**src/rtl/video_pkg.sv**
```systemverilog
// video_pkg: shared screen geometry, register map, FSM encoding and position clamp for the pointer block
package video_pkg;
  localparam int H_VISIBLE = 1280;
  localparam int V_VISIBLE = 720;
  localparam int POINTER_SIZE = 32;
  localparam logic [1:0] REG_POS_X = 2'd0;
  localparam logic [1:0] REG_POS_Y = 2'd1;
  localparam logic [1:0] REG_CTRL = 2'd2;
  localparam logic [1:0] REG_HOTSPOT = 2'd3;
  localparam logic [0:0] ST_OPEN = 1'b0;
  localparam logic [0:0] ST_COMMIT = 1'b1;
  // Reads v as signed: negatives go to 0, anything past the visible edge goes to lim-1
  function automatic logic [15:0] clamp_pos(input logic [15:0] v, input int lim);
    return v[15] ? 16'd0 : (v > 16'(lim - 1)) ? 16'(lim - 1) : v;
  endfunction
endpackage

```
**src/rtl/video_pointer_axis.sv**
```systemverilog
// video_pointer_axis: one axis of the pointer sprite -- origin, wrapped offset and in-sprite test
module video_pointer_axis
  import video_pkg::*;
(
  input  logic [15:0] i_pos,
  input  logic [4:0]  i_hot,
  input  logic [15:0] i_coord,
  output logic [4:0]  o_off,
  output logic        o_in_range
);
  logic [15:0] w_origin;
  logic [15:0] w_off;
  assign w_origin = i_pos - {11'd0, i_hot};
  assign w_off = i_coord - w_origin;
  assign o_off = w_off[4:0];
  assign o_in_range = w_off < 16'(POINTER_SIZE);
endmodule

```
**src/rtl/video_pointer_ctrl.sv**
```systemverilog
// video_pointer_ctrl: double-buffered pointer registers committed on vsync; VIDEO_POINTER_CLAMP_EN clamps POS_X/POS_Y writes
module video_pointer_ctrl
  import video_pkg::*;
(
  input  logic        clk,
  input  logic        reset,
  input  logic        wr_valid,
  output logic        wr_ready,
  input  logic [1:0]  wr_addr,
  input  logic [15:0] wr_data,
  input  logic        vsync,
  input  logic        visible,
  input  logic [15:0] x,
  input  logic [15:0] y,
  output logic [4:0]  pointer_x,
  output logic [4:0]  pointer_y,
  output logic        pointer_active,
  output logic        pending
);
  logic [0:0]  r_state;
  logic        r_vsync_d, r_ready, r_pending;
  logic [15:0] r_sh_pos_x, r_sh_pos_y, r_pos_x, r_pos_y;
  logic [4:0]  r_sh_hot_x, r_sh_hot_y, r_hot_x, r_hot_y;
  logic        r_sh_en, r_en;
  logic        w_accept, w_to_commit, w_commit, w_in_x, w_in_y, w_hit;
  logic [15:0] w_wr_x, w_wr_y;
  logic [4:0]  w_off_x, w_off_y;
  assign w_accept = wr_valid & r_ready;
  assign w_to_commit = (r_state == ST_OPEN) & vsync & ~r_vsync_d;
  assign w_commit = r_state == ST_COMMIT;
  assign wr_ready = r_ready;
  assign pending = r_pending;
`ifdef VIDEO_POINTER_CLAMP_EN
  assign w_wr_x = clamp_pos(wr_data, H_VISIBLE);
  assign w_wr_y = clamp_pos(wr_data, V_VISIBLE);
`else
  assign w_wr_x = wr_data;
  assign w_wr_y = wr_data;
`endif
  // OPEN/COMMIT sequencing; wr_ready is registered so it stays low through reset and the commit cycle
  always_ff @(posedge clk or posedge reset) begin
    if (reset) begin
      r_state <= ST_OPEN;
      r_vsync_d <= 1'b0;
      r_ready <= 1'b0;
      r_pending <= 1'b0;
    end else begin
      r_state <= w_to_commit ? ST_COMMIT : ST_OPEN;
      r_vsync_d <= vsync;
      r_ready <= ~w_to_commit;
      r_pending <= ~w_commit & (r_pending | w_accept);
    end
  end
  // Shadow registers take accepted writes, including one landing on the vsync edge cycle
  always_ff @(posedge clk or posedge reset) begin
    if (reset) begin
      r_sh_pos_x <= '0;
      r_sh_pos_y <= '0;
      r_sh_en <= 1'b0;
      r_sh_hot_x <= '0;
      r_sh_hot_y <= '0;
    end else if (w_accept) begin
      if (wr_addr == REG_POS_X) r_sh_pos_x <= w_wr_x;
      if (wr_addr == REG_POS_Y) r_sh_pos_y <= w_wr_y;
      if (wr_addr == REG_CTRL) r_sh_en <= wr_data[0];
      if (wr_addr == REG_HOTSPOT) begin
        r_sh_hot_x <= wr_data[4:0];
        r_sh_hot_y <= wr_data[12:8];
      end
    end
  end
  // Active registers change only at the end of the COMMIT cycle
  always_ff @(posedge clk or posedge reset) begin
    if (reset) begin
      r_pos_x <= '0;
      r_pos_y <= '0;
      r_en <= 1'b0;
      r_hot_x <= '0;
      r_hot_y <= '0;
    end else if (w_commit) begin
      r_pos_x <= r_sh_pos_x;
      r_pos_y <= r_sh_pos_y;
      r_en <= r_sh_en;
      r_hot_x <= r_sh_hot_x;
      r_hot_y <= r_sh_hot_y;
    end
  end
  video_pointer_axis u_axis_x (.i_pos(r_pos_x), .i_hot(r_hot_x), .i_coord(x), .o_off(w_off_x), .o_in_range(w_in_x));
  video_pointer_axis u_axis_y (.i_pos(r_pos_y), .i_hot(r_hot_y), .i_coord(y), .o_off(w_off_y), .o_in_range(w_in_y));
  assign w_hit = r_en & visible & w_in_x & w_in_y;
  // Pointer outputs lag x/y/visible by one clock; coordinates are zeroed off the sprite
  always_ff @(posedge clk or posedge reset) begin
    if (reset) begin
      pointer_active <= 1'b0;
      pointer_x <= '0;
      pointer_y <= '0;
    end else begin
      pointer_active <= w_hit;
      pointer_x <= w_hit ? w_off_x : 5'd0;
      pointer_y <= w_hit ? w_off_y : 5'd0;
    end
  end
endmodule

```
**config.mk**
```make
export PLATFORM = sky130hd
export DESIGN_NAME = video_pointer_ctrl
export DESIGN_NICKNAME = d
export VERILOG_FILES = /design/src/rtl/video_pkg.sv /design/src/rtl/video_pointer_axis.sv /design/src/rtl/video_pointer_ctrl.sv
export SDC_FILE = /design/constraint.sdc
export NUM_CORES = 1
export LEC_CHECK = 0
export ABC_CLOCK_PERIOD_IN_PS = 4900
export CORE_ASPECT_RATIO = 1.5
export CORE_UTILIZATION = 57
export DETAILED_ROUTE_END_ITERATION = 6
export PLACE_DENSITY = 0.83
export SYNTH_ARGS = -nofsm -noshare
export SYNTH_HDL_FRONTEND = slang
export SYNTH_SLANG_ARGS = --single-unit
```
**constraint.sdc**
```tcl
create_clock -name clk -period 4.9 [get_ports clk]
set_clock_uncertainty 0.2 [all_clocks]
set_input_delay 1.225 -clock clk [delete_from_list [all_inputs] [get_ports clk]]
set_output_delay 1.225 -clock clk [all_outputs]
set_load 0.005 [all_outputs]
```
==> metrics.txt, run 1 <==
drt via density 5.81; Core ar. around 9800 um2; Final setup viols 0; nets 756; area of the multi-input gates just over 3000 um2; Via Count ~4400; antenna violations before repair 0; Die Ht approximately 130 um; final slew viol count 0; Tmin final between 4 and 5 ns; Max Cap Viol 0; top cell type's share of synthesized area 0.434; dpl hpwl about 11000 um; WS Path Type primary input to flop; logic gate share of total power 0.502; Layout Utilization 0.730; count leader, synth dfrtp_1; sequential group share of total power 0.297; fmax roughly 0.21 GHz; Die W 84.5 um; Final Cycle Share 0.954; EDFF count, synth 0; outcome finished with violations; post-synthesis cell type count 55; syn_nets 666; Num CTS Buffers 9; Clock Latency Late Sink ~0.34 ns; Rel. slew slack 0.476; Max stage delay cell, worst path fa_1; most frequent cells after synthesis dfrtp_1, inv_1, mux2_2, ha_1, o21ai_0; Synth Cell Area 5820 um2; CP Launch Type primary input; RSZ-0062 raised after global routing false; vias in the first global route between 4000 and 5000; Worst Max-Slew Pin Slew roughly 0.8 ns; worst path required time roughly 5 ns; number of synthesis warnings 0; initial DRC count 241; CTS sink cnt 101; HP Class flop to flop; Reg area roughly 2500 um2; layout cells sized above 1 0.183; drt wl/cell around 19 um; first-pass GRT wire length 23100 um; largest area contributor in the netlist dfrtp_1; Post-Synthesis Cells between 500 and 600; leak pwr 3.31 nW; largest net degree at the start of global routing 63; drt drc 3; flops & latches, synth 101; crit-path leading delay family adder cells; row cnt 44; maximum VDD drop ~350 uV; crit end category flop; area grow syn2layout 22.8%; Initial Util 0.594; Worst Path Arrival ~4.8 ns; clock-pin slew on the worst setup and hold paths 0.08 ns; Ant. Diodes 0; setup bufs post-CTS 0; Area contributors post-synth dfrtp_1, ha_1, mux2_2; clock power share 0.201; PwrDens about 520 nW/um2; GRT Residual Overflow 0; Post-synth ARST share 1.00; final worst slack approximately 0.23 ns; Top Ports 68; Max FO, Critical Path 10; largest stage delay on the critical path between 0.5 and 0.6 ns; sequential area share after synthesis 0.434; clk buf depth 2; Switching Fraction 0.389; routability cong. 0.842; worst slack, placed -0.378 ns; most used flip-flop cell after synthesis dfrtp_1; final wirelength about 14000 um; All-Layer GR Usage 0.283; PortBufs 67; post-route ant nets 0; Cell Chain, Critical Path clkdlybuf4s50_1 -> inv_1 -> fa_1 -> fa_1 -> nor2b_4 -> o31ai_4 -> a2111oi_2 -> buf_4 -> nor3_1 -> o21ai_0 -> nand3b_1 -> nor4_2 -> buf_4 -> buf_12 -> and3_1; critical path buffer and inverter count 5; mean area per synthesized cell between 10 and 15 um2; Filler Cell Count between 700 and 800; drt first pass iters 7; failing checks DRC; Switch Pwr between 1 and 1.5 mW; internal power 2.27 mW; CTS tree done; CTS H-tree lvls 3; Clock Tree Root clkbuf_16; Hold Vio Cnt, Final 0; die area 10600 um2
## cells by family (layout without fill, tap and decap cells)
group,count (synthesis),after routing,share of synthesized area
xor+xnor,22,22,0.0331
simple gates,112,112,0.0991
buf+inv,80,175,0.0522
fa+ha+maj,62,62,0.146
flops,101,101,0.434
compound gates,113,113,0.122
mux,59,59,0.113
## per-stage QoR
stage / setup TNS [ns] / area [um2] / power, mW / hold slack (ns) / instances
final: 0 / 7150 / 3.72 / 0.276 / 759
after global routing: 0 / 7150 / 3.96 / 0.291 / 759
after CTS: 0 / 7120 / 3.70 / 0.282 / 759
after detailed placement: -3.76 / 6800 / 2.93 / 0.265 / 743
after global placement: -2.78 / 6800 / 2.87 / 0.246 / 743
after floorplan: 0 / 5820 / 2.30 / 0.232 / 549
## layer usage
layer  global-route usage  part of all wire  vias up  wire, um
met3               0.0413             0.036       31       517
met5                    0                 0        -         0
met2                0.520              0.54      114      7690
met1                0.329              0.40     2175      5650
met4                0.113             0.029        0       414
li1                     -                 -     2087         -
## worst paths after layout
kind                            start             end  slack (ns)  cells past startpoint
max                              y[1]    pointer_x[1]        0.23                     15
min                         r_vsync_d        wr_ready        0.28                      1
max reg2reg                r_hot_y[1]    pointer_x[1]        1.11                     14
min reg2reg                 r_vsync_d        wr_ready        0.28                      1
max in group asynchronous       reset      r_pos_y[9]        2.55                      3
min in group asynchronous       reset  r_sh_pos_y[12]        1.15                      2
## sequential cells by signal, summed over array words and instances (netlist names), 5 cells and up
signal / cells
r_sh_hot_y: 5
r_pos_y: 16
r_sh_pos_x: 16
r_sh_pos_y: 16
r_hot_x: 5
pointer_x: 5
pointer_y: 5
r_hot_y: 5
r_sh_hot_x: 5
r_pos_x: 16
## layout by cell type, fill, tap and decap left out, types with 3 or more instances in the layout
master	Yosys	layout
nand2_1	48	48
o21ai_0	49	48
a2111oi_2	1	3
nand3_1	7	7
nor2_1	11	11
nand4_1	6	6
nor3_1	6	4
o21a_1	5	5
buf_4	1	26
mux2i_1	3	3
clkdlybuf4s50_1	0	67
and3_1	11	11
inv_1	65	64
o211ai_1	4	4
xor2_1	9	9
mux2_2	56	56
ha_1	52	52
xnor2_1	13	13
fa_1	10	10
clkbuf_16	0	9
a21o_1	5	5
dfrtp_1	101	100
a21oi_1	26	26
## power by group through the flow
stage | sequential [mW] | clock (mW) | combinational [mW]
floorplan | 1.08 | 0 | 1.22
global placement | 1.10 | 0 | 1.77
detailed placement | 1.12 | 0 | 1.81
CTS | 1.11 | 0.756 | 1.84
global route | 1.12 | 0.784 | 2.06
finish | 1.10 | 0.748 | 1.87
## area by class of cell
class                           count  share of cell area
Tap cell                          115              0.0201
Timing Repair Buffer               94               0.124
Inverter                           65              0.0345
Clock inverter                      7              0.0128
Clock buffer                        9              0.0315
Sequential cell                   101               0.354
Multi-Input combinational cell    368               0.424
## what timing repair did
item                       CTS  global route
gates resized for setup      1             8
setup endpoints to repair    4            11
cloned                       0             0
pin swaps                    0             6
hold buffers                 0             0
## worst reg2reg max path, delay by kind of cell (launching register included)
kind	cells	cell delay [ns]
adder cells (fa/ha/maj)	2	1.00
flip-flops	1	0.37
AO/OA/AOI/OAI	3	0.75
AND/OR/NAND/NOR	5	0.79
buffers and inverters	4	0.62
No activity file was read; power rests on OpenSTA's default activity.
==> run 2: changes to the inputs <==
GPL_ROUTABILITY_DRIVEN = 1   (was default)
==> results of run 2 <==
No change in the layout: final DEF, timing and power equal those of run 1.
==> run 3: changes to the inputs <==
SYNTH_HIERARCHICAL = 1   (was default)
==> run 3 against run 2 <==
Against the previous run: the flow now finishes without violations; sequential power grew 5%; synthesized area up 6.3%; cell count rose by 0.92%; first-iteration DRC count fell by 2.1%; sequential share of layout area fell by 0.86 points; clock power is 7.1% lower; die area is 6.1% higher; combinational power grew 22%; setup slack worse by 0.0089 ns; core utilization fell by 3.8 points; non-clock buffer count fell by 14; largest cell class unchanged.
==> metrics.txt, run 3 <==
outcome finished clean; Synth Cell Area between 6000 and 7000 um2; Final setup viols 0; Max FO, Critical Path 11; PortBufs 67; drt first pass iters 4; largest area contributor in the netlist dfrtp_1; GRT Residual Overflow 0; leak pwr between 3 and 4 nW; Die W between 80 and 90 um; Post-synth ARST share 1.00; Tmin final approximately 4.7 ns; largest stage delay on the critical path roughly 0.48 ns; clock-pin slew on the worst setup and hold paths ~0.06 ns; All-Layer GR Usage 0.255; Rel. slew slack 0.342; Initial Util 0.584; dpl hpwl 10300 um; most common cell after layout, fill and taps aside dfrtp_1; crit-path leading delay family compound AO/OA/AOI/OAI gates; PostCTS Resize Cnt 0; Clock Tree Root clkbuf_16; crit end category flop; final slew viol count 0; first-pass GRT wire length ~22000 um; drt wl/cell roughly 17 um; Crit path depth 14; PwrDens roughly 560 nW/um2; layout cells sized above 1 0.214; row cnt 46; Worst Hold Depth 1; Max Cap Viol 0; Reg-to-Reg Start r_pos_y[1]; die area around 11000 um2; nets between 700 and 800; final worst slack ~0.22 ns; drt via density ~5.6; final wirelength 13400 um; Power Total approximately 4.1 mW; drt drc 0; number of synthesis warnings 6; Via Count around 4300; setup bufs post-CTS 0; antenna violations before repair 0; initial DRC count around 240; top cell type's share of synthesized area 0.409; RSZ-0062 raised after global routing false; Reg2Reg Depth 12; count leader, synth dfrtp_1; routability cong. 0.910; worst path required time between 4 and 5 ns; Worst Path Arrival roughly 4.8 ns; sequential area share after synthesis 0.409; most frequent cells after synthesis dfrtp_1, mux2_2, inv_1, ha_1, a21oi_1; syn_nets between 600 and 700; fmax between 0.2 and 0.25 GHz; CTS sink cnt 101; HP Class flop to flop; post-synthesis cell type count between 60 and 70; Crit. Startpoint y[1]; Top Ports 68; Worst Max-Slew Pin Slew 0.987 ns; CP Launch Type primary input; clk buf depth 2; mean area per synthesized cell about 11 um2; Ant. Diodes 0; Die Ht roughly 130 um; area grow syn2layout 18.4%; post-route cell area ~7300 um2; CTS Hold Bufs 0; Max stage delay cell, worst path fa_1; critical path buffer and inverter count 4; Post-Synthesis Cells between 500 and 600; worst slack, placed -0.101 ns; largest net degree at the start of global routing 55; post-route ant nets 0; Layout Utilization 0.692; Num CTS Buffers 9; Cell Chain, Critical Path clkdlybuf4s50_1 -> inv_1 -> fa_1 -> inv_1 -> fa_1 -> a211oi_2 -> o21ai_2 -> a2111oi_4 -> o21a_1 -> o2111ai_1 -> a2111oi_2 -> and4_1 -> buf_4 -> and2_1; Cell Area, Placed approximately 7000 um2; Area contributors post-synth dfrtp_1, mux2_2, ha_1; CTS tree done; commonest cells after routing, fill and taps aside dfrtp_1, mux2_2, clkdlybuf4s50_1; Hold Path Origin r_vsync_d; vias in the first global route between 4000 and 5000; Core ar. roughly 11000 um2; CTS H-tree lvls 3; Final Cycle Share 0.956; WS Path Type primary input to flop; most used flip-flop cell after synthesis dfrtp_1; EDFF count, synth 0; maximum VDD drop 347 uV; flops & latches, synth a little over 100; Clock Latency Late Sink about 0.34 ns; Hold Vio Cnt, Final 0
## run 3: cell types whose count changed in the layout (fill, tap and decap cells not counted), moves of 6 or more
cell / change
a21o_1: +6
o21ai_0: -36
and2_1: +10
buf_4: -13
nor2_1: +8
nand2_1: -34
mux2_4: +10
and3_1: -9
mux2_2: +20
## run 3: report_power, final
part / leakage, nW / internal, mW / total, mW / switching, mW
registers: 1.22 / 1.03 / 1.16 / 0.124
clock network: 0.149 / 0.406 / 0.695 / 0.289
logic: 2.04 / 1.06 / 2.28 / 1.22
## run 3: layout make-up
type,count,area [um2]
Clock inverter,5,50.0
Multi-Input combinational cell,358,3300
Tap cell,144,180
Fill cell,802,3270
Inverter,67,254
Timing Repair Buffer,80,768
Sequential cell,101,2530
Clock buffer,11,243
## run 3: through the flow
stage          setup TNS [ns]  hold slack, ns  instances
2_1_floorplan               0           0.232        541
3_3_place_gp           -0.328           0.243        750
3_5_place_dp           -0.970           0.260        750
4_1_cts                     0           0.274        766
5_1_grt                     0           0.298        766
6_report                    0           0.269        766
## run 3: metal layers
layer	wire length, um	track usage
met5	0	0
met4	464	0.118
met3	414	0.0382
met2	7330	0.480
met1	5170	0.276
## run 3: worst paths after layout
check / to / slack (ns)
setup / recovery: pointer_x[0] / 0.22
hold / removal: wr_ready / 0.27
setup reg to reg: pointer_x[0] / 1.14
hold reg to reg: wr_ready / 0.27
max in group asynchronous: r_pos_y[12] / 2.54
min in group asynchronous: r_sh_pos_y[1] / 1.13
## run 3: logic make-up after synthesis
| family | Yosys count | synth area share |
|---|---|---|
| DFF | 101 | 0.409 |
| AOI/OAI and AO/OA | 93 | 0.109 |
| xor gates and xnor gates | 15 | 0.0235 |
| adders and majority gates | 62 | 0.138 |
| muxes | 92 | 0.172 |
| buffers and inverters | 82 | 0.0576 |
| and+or+nand+nor | 96 | 0.0910 |
